## src/rtl/fwd_lookup.sv

```systemverilog
// L2 forwarding stage: learns SA->port bindings in a direct-mapped flop table,
// looks up the DA and returns a destination port mask; stale entries age out.
module fwd_lookup #(
    parameter int NUM_PORTS   = 4,
    parameter int PORT_SZ     = 2,
    parameter int TBL_ADDR_SZ = 4,
    parameter int AGE_PERIOD  = 65536
) (
    input  logic                   clk,
    input  logic                   reset,
    input  logic                   c_srdy,
    output logic                   c_drdy,
    input  logic [96+PORT_SZ-1:0]  c_data,
    output logic                   p_srdy,
    input  logic                   p_drdy,
    output logic [NUM_PORTS-1:0]   p_data
);

    localparam int TBL_DEPTH = 1 << TBL_ADDR_SZ;
    localparam int NSLICE    = (48 + TBL_ADDR_SZ - 1) / TBL_ADDR_SZ;
    localparam int PAD_W     = NSLICE * TBL_ADDR_SZ;
    localparam int AGE_W     = (AGE_PERIOD > 1) ? $clog2(AGE_PERIOD) : 1;
    localparam logic [AGE_W-1:0]   AGE_LAST  = AGE_W'(AGE_PERIOD - 1);
    localparam logic [PORT_SZ:0]   SRC_LIMIT = (PORT_SZ+1)'(NUM_PORTS);

    typedef enum logic [1:0] {
        IDLE,
        LEARN,
        LOOKUP,
        OUT
    } state_t;

    state_t state;
    state_t state_nxt;

    logic [PORT_SZ-1:0]     req_src;
    logic [47:0]            req_sa;
    logic [47:0]            req_da;

    logic                   tbl_valid [TBL_DEPTH];
    logic                   tbl_hit   [TBL_DEPTH];
    logic [47:0]            tbl_mac   [TBL_DEPTH];
    logic [PORT_SZ-1:0]     tbl_port  [TBL_DEPTH];

    logic [AGE_W-1:0]       age_cnt;
    logic                   sweep_pending;
    logic                   sweep_now;
    logic                   age_wrap;

    logic [TBL_ADDR_SZ-1:0] sa_hash;
    logic [TBL_ADDR_SZ-1:0] da_hash;
    logic                   src_ok;
    logic                   learn_en;
    logic                   ent_match;
    logic [NUM_PORTS-1:0]   flood_mask;
    logic [NUM_PORTS-1:0]   one_hot;
    logic [NUM_PORTS-1:0]   lookup_mask;

    // XOR-fold of the MAC in TBL_ADDR_SZ-bit slices, last slice zero-padded
    function automatic logic [TBL_ADDR_SZ-1:0] mac_hash(input logic [47:0] mac);
        logic [PAD_W-1:0]       padded;
        logic [TBL_ADDR_SZ-1:0] h;
        padded = PAD_W'(mac);
        h      = '0;
        for (int s = 0; s < NSLICE; s++) begin
            h = h ^ padded[s*TBL_ADDR_SZ +: TBL_ADDR_SZ];
        end
        return h;
    endfunction

    assign c_drdy    = (state == IDLE) && !sweep_pending;
    assign sweep_now = (state == IDLE) && sweep_pending;
    assign age_wrap  = (age_cnt == AGE_LAST);

    always_ff @(posedge clk or posedge reset) begin
        if (reset) begin
            state <= IDLE;
        end else begin
            state <= state_nxt;
        end
    end

    always_comb begin
        state_nxt = state;
        case (state)
            IDLE:    if (c_srdy && c_drdy) state_nxt = LEARN;
            LEARN:   state_nxt = LOOKUP;
            LOOKUP:  state_nxt = OUT;
            OUT:     if (p_srdy && p_drdy) state_nxt = IDLE;
            default: state_nxt = IDLE;
        endcase
    end

    always_ff @(posedge clk or posedge reset) begin
        if (reset) begin
            req_src <= '0;
            req_sa  <= '0;
            req_da  <= '0;
        end else if (c_srdy && c_drdy) begin
            {req_src, req_sa, req_da} <= c_data;
        end
    end

    // Flooding excludes the ingress port; an out-of-range source floods everywhere
    always_comb begin
        sa_hash     = mac_hash(req_sa);
        da_hash     = mac_hash(req_da);
        src_ok      = ({1'b0, req_src} < SRC_LIMIT);
        learn_en    = (state == LEARN) && !req_sa[40] && src_ok;
        ent_match   = tbl_valid[da_hash] && (tbl_mac[da_hash] == req_da);
        flood_mask  = '0;
        one_hot     = '0;
        for (int i = 0; i < NUM_PORTS; i++) begin
            flood_mask[i] = (req_src != PORT_SZ'(i));
            one_hot[i]    = (tbl_port[da_hash] == PORT_SZ'(i));
        end
        if (req_da[40] || !ent_match) begin
            lookup_mask = flood_mask;
        end else if (tbl_port[da_hash] == req_src) begin
            lookup_mask = '0;
        end else begin
            lookup_mask = one_hot;
        end
    end

    always_ff @(posedge clk or posedge reset) begin
        if (reset) begin
            for (int i = 0; i < TBL_DEPTH; i++) begin
                tbl_valid[i] <= 1'b0;
                tbl_hit[i]   <= 1'b0;
                tbl_mac[i]   <= '0;
                tbl_port[i]  <= '0;
            end
        end else if (sweep_now) begin
            for (int i = 0; i < TBL_DEPTH; i++) begin
                tbl_valid[i] <= tbl_valid[i] & tbl_hit[i];
                tbl_hit[i]   <= 1'b0;
            end
        end else if (learn_en) begin
            tbl_valid[sa_hash] <= 1'b1;
            tbl_hit[sa_hash]   <= 1'b1;
            tbl_mac[sa_hash]   <= req_sa;
            tbl_port[sa_hash]  <= req_src;
        end
    end

    // A wrap arriving while a sweep is still pending is absorbed
    always_ff @(posedge clk or posedge reset) begin
        if (reset) begin
            age_cnt       <= '0;
            sweep_pending <= 1'b0;
        end else begin
            age_cnt <= age_wrap ? '0 : age_cnt + AGE_W'(1);
            if (sweep_now) begin
                sweep_pending <= 1'b0;
            end else if (age_wrap) begin
                sweep_pending <= 1'b1;
            end
        end
    end

    always_ff @(posedge clk or posedge reset) begin
        if (reset) begin
            p_srdy <= 1'b0;
            p_data <= '0;
        end else if (state == LOOKUP) begin
            p_srdy <= 1'b1;
            p_data <= lookup_mask;
        end else if (p_srdy && p_drdy) begin
            p_srdy <= 1'b0;
        end
    end

endmodule
```

## config.mk

```make
export PLATFORM = sky130hd
export DESIGN_NAME = fwd_lookup
export DESIGN_NICKNAME = d
export VERILOG_FILES = /design/src/rtl/fwd_lookup.sv
export SDC_FILE = /design/constraint.sdc
export NUM_CORES = 2
export LEC_CHECK = 0
export CORE_UTILIZATION = 25
export DETAILED_ROUTE_END_ITERATION = 10
export GPL_TIMING_DRIVEN = 0
export SLEW_MARGIN = 20
export SYNTH_ARGS = -nofsm -noshare
export SYNTH_HDL_FRONTEND = slang
export SYNTH_SLANG_ARGS = --single-unit
```

## constraint.sdc

```tcl
create_clock -name clk -period 36.9 [get_ports clk]
set_input_delay 3.69 -clock clk [delete_from_list [all_inputs] [get_ports clk]]
set_output_delay 3.69 -clock clk [all_outputs]
set_load 0.1 [all_outputs]
```

==> flow_metrics.env <==
export IMPL_cts_num_sinks=954
export IMPL_cts_tree="done"
export IMPL_multi_input_area_mm2=0.01985
export IMPL_crit_path_cell_trace="inv_1, ha_1, nor2b_1, clkdlybuf4s50_1"
export IMPL_grt_max_degree=105
export IMPL_antenna_found_initial=18
export IMPL_yosysTopAreaCell="dfrtp_1"
export IMPL_crit_type="reg2out"
export IMPL_synth_seq_cells=954
export IMPL_synth_flop_cell="dfrtp_1"
export IMPL_vias=32040
export IMPL_core_region_area_mm2=0.1805
export IMPL_post_route_cells_drive_above_1_share_pct=31.85
export IMPL_finalMaxSlewViolations=0
export IMPL_drc=0
export IMPL_gp_congestion=1.027
export IMPL_cts_root_buf="clkbuf_16"
export IMPL_grt_pass1_vias=31670
export IMPL_cts_clk_slew_worst_paths_ns=0.06
export IMPL_dieArea_mm2=0.1833
export IMPL_crit_fanout=4
export IMPL_die_height_um=428.2
export IMPL_wirelength_um=201100
export IMPL_critPathTopFamily="buffers and inverters"
export IMPL_clock_path_buffers=3
export IMPL_cp_start_kind="register"
export IMPL_htreeDepth=3
export IMPL_hp_class="reg2reg"
export IMPL_drtAntennaViolNets=0
export IMPL_grtUsageTotal_pct=21.54
export IMPL_ios=108
export IMPL_fmax_mhz=151.2
export IMPL_vias_per_cell=5.148
export IMPL_cts_buffers=100
export IMPL_grt_remaining_overflow=0
export IMPL_clock_latency_ns=0.77
export IMPL_rsz0062_at_grt="no"
export IMPL_die_w_um=428.2
export IMPL_outcome="completed"
export IMPL_fin_skew_ns=0.03094
export IMPL_slowest_stage="clkdlybuf4s50_1"
export IMPL_yosys_top_cells_area="dfrtp_1, mux2_2, mux2i_1, nand2_1, xnor2_1"
export IMPL_grt_pass1_wl_um=271300
export IMPL_nNetsFinal=3879
export IMPL_initialDrtViolationCount=3589
export IMPL_min_period_ns=6.612
export IMPL_required_ns=33.21
export IMPL_seq_area_mm2=0.02387
export IMPL_ys_types=77
export IMPL_rows=156
export IMPL_cts_resized=0
export IMPL_synth_top_area_share_pct=52.57
export IMPL_syn_area_per_cell_um2=12.79
export IMPL_postCtsHoldBufs=0
export IMPL_nFillCells=18260
export IMPL_post_route_period_util_pct=17.92
export IMPL_cp_slowest_stage_delay_ns=1.18
export IMPL_synthesis_area_mm2=0.04541
export IMPL_slew_headroom_pct=12.70
export IMPL_wire_per_inst_um=32.32
export IMPL_seq_area_frac_synth_pct=52.57
export IMPL_final_cells=6224
export IMPL_crit_cells=4
export IMPL_portBuffers=107
export IMPL_cp_arrival_ns=2.92
export IMPL_yosysWarnings=0
export IMPL_hold_depth=2
export IMPL_ff2ff_setup_slack_ns=30.50
export IMPL_setup_viol=0
export IMPL_syn2layout_area_growth_pct=17.49
export IMPL_endpoint_kind="primary output"
export IMPL_hold_viol=0
export IMPL_dp_hpwl_um=141200
export IMPL_maxCapViolations=0
export IMPL_worstRegToRegCells=15
export IMPL_placed_cells=6039
export IMPL_worst_slew_pin_slew_ns=1.277
export IMPL_netlist_instances=3549
export IMPL_async_flop_share_pct=100.0
export IMPL_post_cts_buffers=0
export IMPL_initial_core_util_pct=25.15
export IMPL_synth_edff_count=0
export IMPL_syn_num_nets=3657
export IMPL_firstDrtPassIters=6
export IMPL_crit_buf_inv=2
cell usage after synthesis, types with 23 or more instances:
| cell type | n |
|---|---|
| clkbuf_1 | 187 |
| a32o_1 | 23 |
| mux2i_1 | 331 |
| nand2_1 | 382 |
| buf_6 | 31 |
| xnor2_1 | 101 |
| and3_1 | 27 |
| mux2_2 | 884 |
| nand3_1 | 26 |
| nor2_1 | 53 |
| a32oi_1 | 74 |
| buf_4 | 27 |
| a21oi_1 | 42 |
| o21ai_0 | 42 |
| buf_2 | 56 |
| dfrtp_1 | 954 |
| xor2_1 | 34 |
worst reg2reg max path, stage by stage (launching register included):
cell and delay (ns):
dfrtp_1 0.35, buf_4 0.19, xor2_1 0.56, xnor2_1 0.26, xor3_1 0.48, buf_6 0.22
nor2_1 0.57, buf_2 0.68, buf_2 0.61, a32oi_1 0.12, nand2_1 0.41, o211ai_1 0.24
a21oi_1 0.34, nand4_1 0.36, nor4_4 0.71, a21oi_1 0.15
metal layers:
layer | track usage (%) | share of wire [%] | vias to the layer above
met5 | 0 | 0.019 | -
met3 | 4.395 | 7.5 | 465
met1 | 26.59 | 39 | 17010
met4 | 14.06 | 7.6 | 6
met2 | 34.12 | 46 | 1472
li1 | - | - | 13090
cell families (layout without fill, tap and decap cells):
family                     after synthesis  in the layout  share of synthesized area (%)
AOI/OAI and AO/OA                      304            304                          5.078
xor gates and xnor gates               147            147                          3.147
adders and majority gates                6              6                         0.1653
buffers and inverters                  345            648                          3.772
DFF                                    954            954                          52.57
muxes                                 1229           1229                          29.90
other                                    0              2                              0
and+or+nand+nor                        564            564                          5.368
final cells by class:
class                           instances  share of cell area, %
Sequential cell                       954                  44.75
Multi-Input combinational cell       2250                  37.20
Tap cell                             2370                  5.558
Clock buffer                          145                  5.518
Buffer                                325                  3.098
Timing Repair Buffer                  120                  2.594
Clock inverter                         38                  1.116
Inverter                               20                 0.1548
Antenna cell                            2               0.009381
state kept, by name, summed over array words and instances (netlist names):
name / count
tbl_mac: 768
req_da: 48
req_sa: 48
tbl_port: 32
age_cnt: 16
tbl_hit: 16
tbl_valid: 16
p_data: 4
req_src: 2
state: 2
p_srdy: 1
sweep_pending: 1
worst paths after layout:
check,from,end
hold reg to reg,tbl_hit[13],tbl_hit[13]
setup / recovery,state[0],c_drdy
setup reg to reg,req_da[36],p_data[2]
max in group asynchronous,reset,req_sa[32]
hold / removal,tbl_hit[13],tbl_hit[13]
min in group asynchronous,reset,req_sa[39]
per-stage QoR:
stage | setup WS (ns) | setup TNS (ns) | area (um2) | hold WS, ns | util, %
detailed placement | 30.39 | 0 | 49810 | 0.4589 | 27.59
finish | 30.29 | 0 | 53350 | 0.4700 | 29.55
global placement | -4.975 | -4571.03 | 49440 | 0.4564 | 27.39
floorplan | 6.378 | 0 | 45410 | 0.4417 | -
global route | 30.15 | 0 | 53350 | 0.4890 | 29.55
CTS | 30.23 | 0 | 53340 | 0.4732 | 29.55
cell usage in the layout (no fill, tap or decap), types with 13 or more instances in the layout:
master and n:
nor2_1 52, nand2_1 382, buf_6 31, o21ai_0 42, and2_1 20, nand3_1 26
clkbuf_16 102, nor3_1 15, a32oi_1 74, a221oi_1 18, a32o_1 23, mux2_2 884
and3_1 27, clkbuf_8 23, mux2i_1 331, xor2_1 34, clkdlybuf4s50_1 107, xnor2_1 101
inv_1 19, a21oi_1 42, buf_1 20, dfrtp_1 954, clkbuf_2 13, clkbuf_1 196
buf_2 59, buf_4 27, mux4_2 13
Power is left out: the tool's default activity adds up to more than one toggle a clock period on the data nets, which glitch-free logic cannot reach.
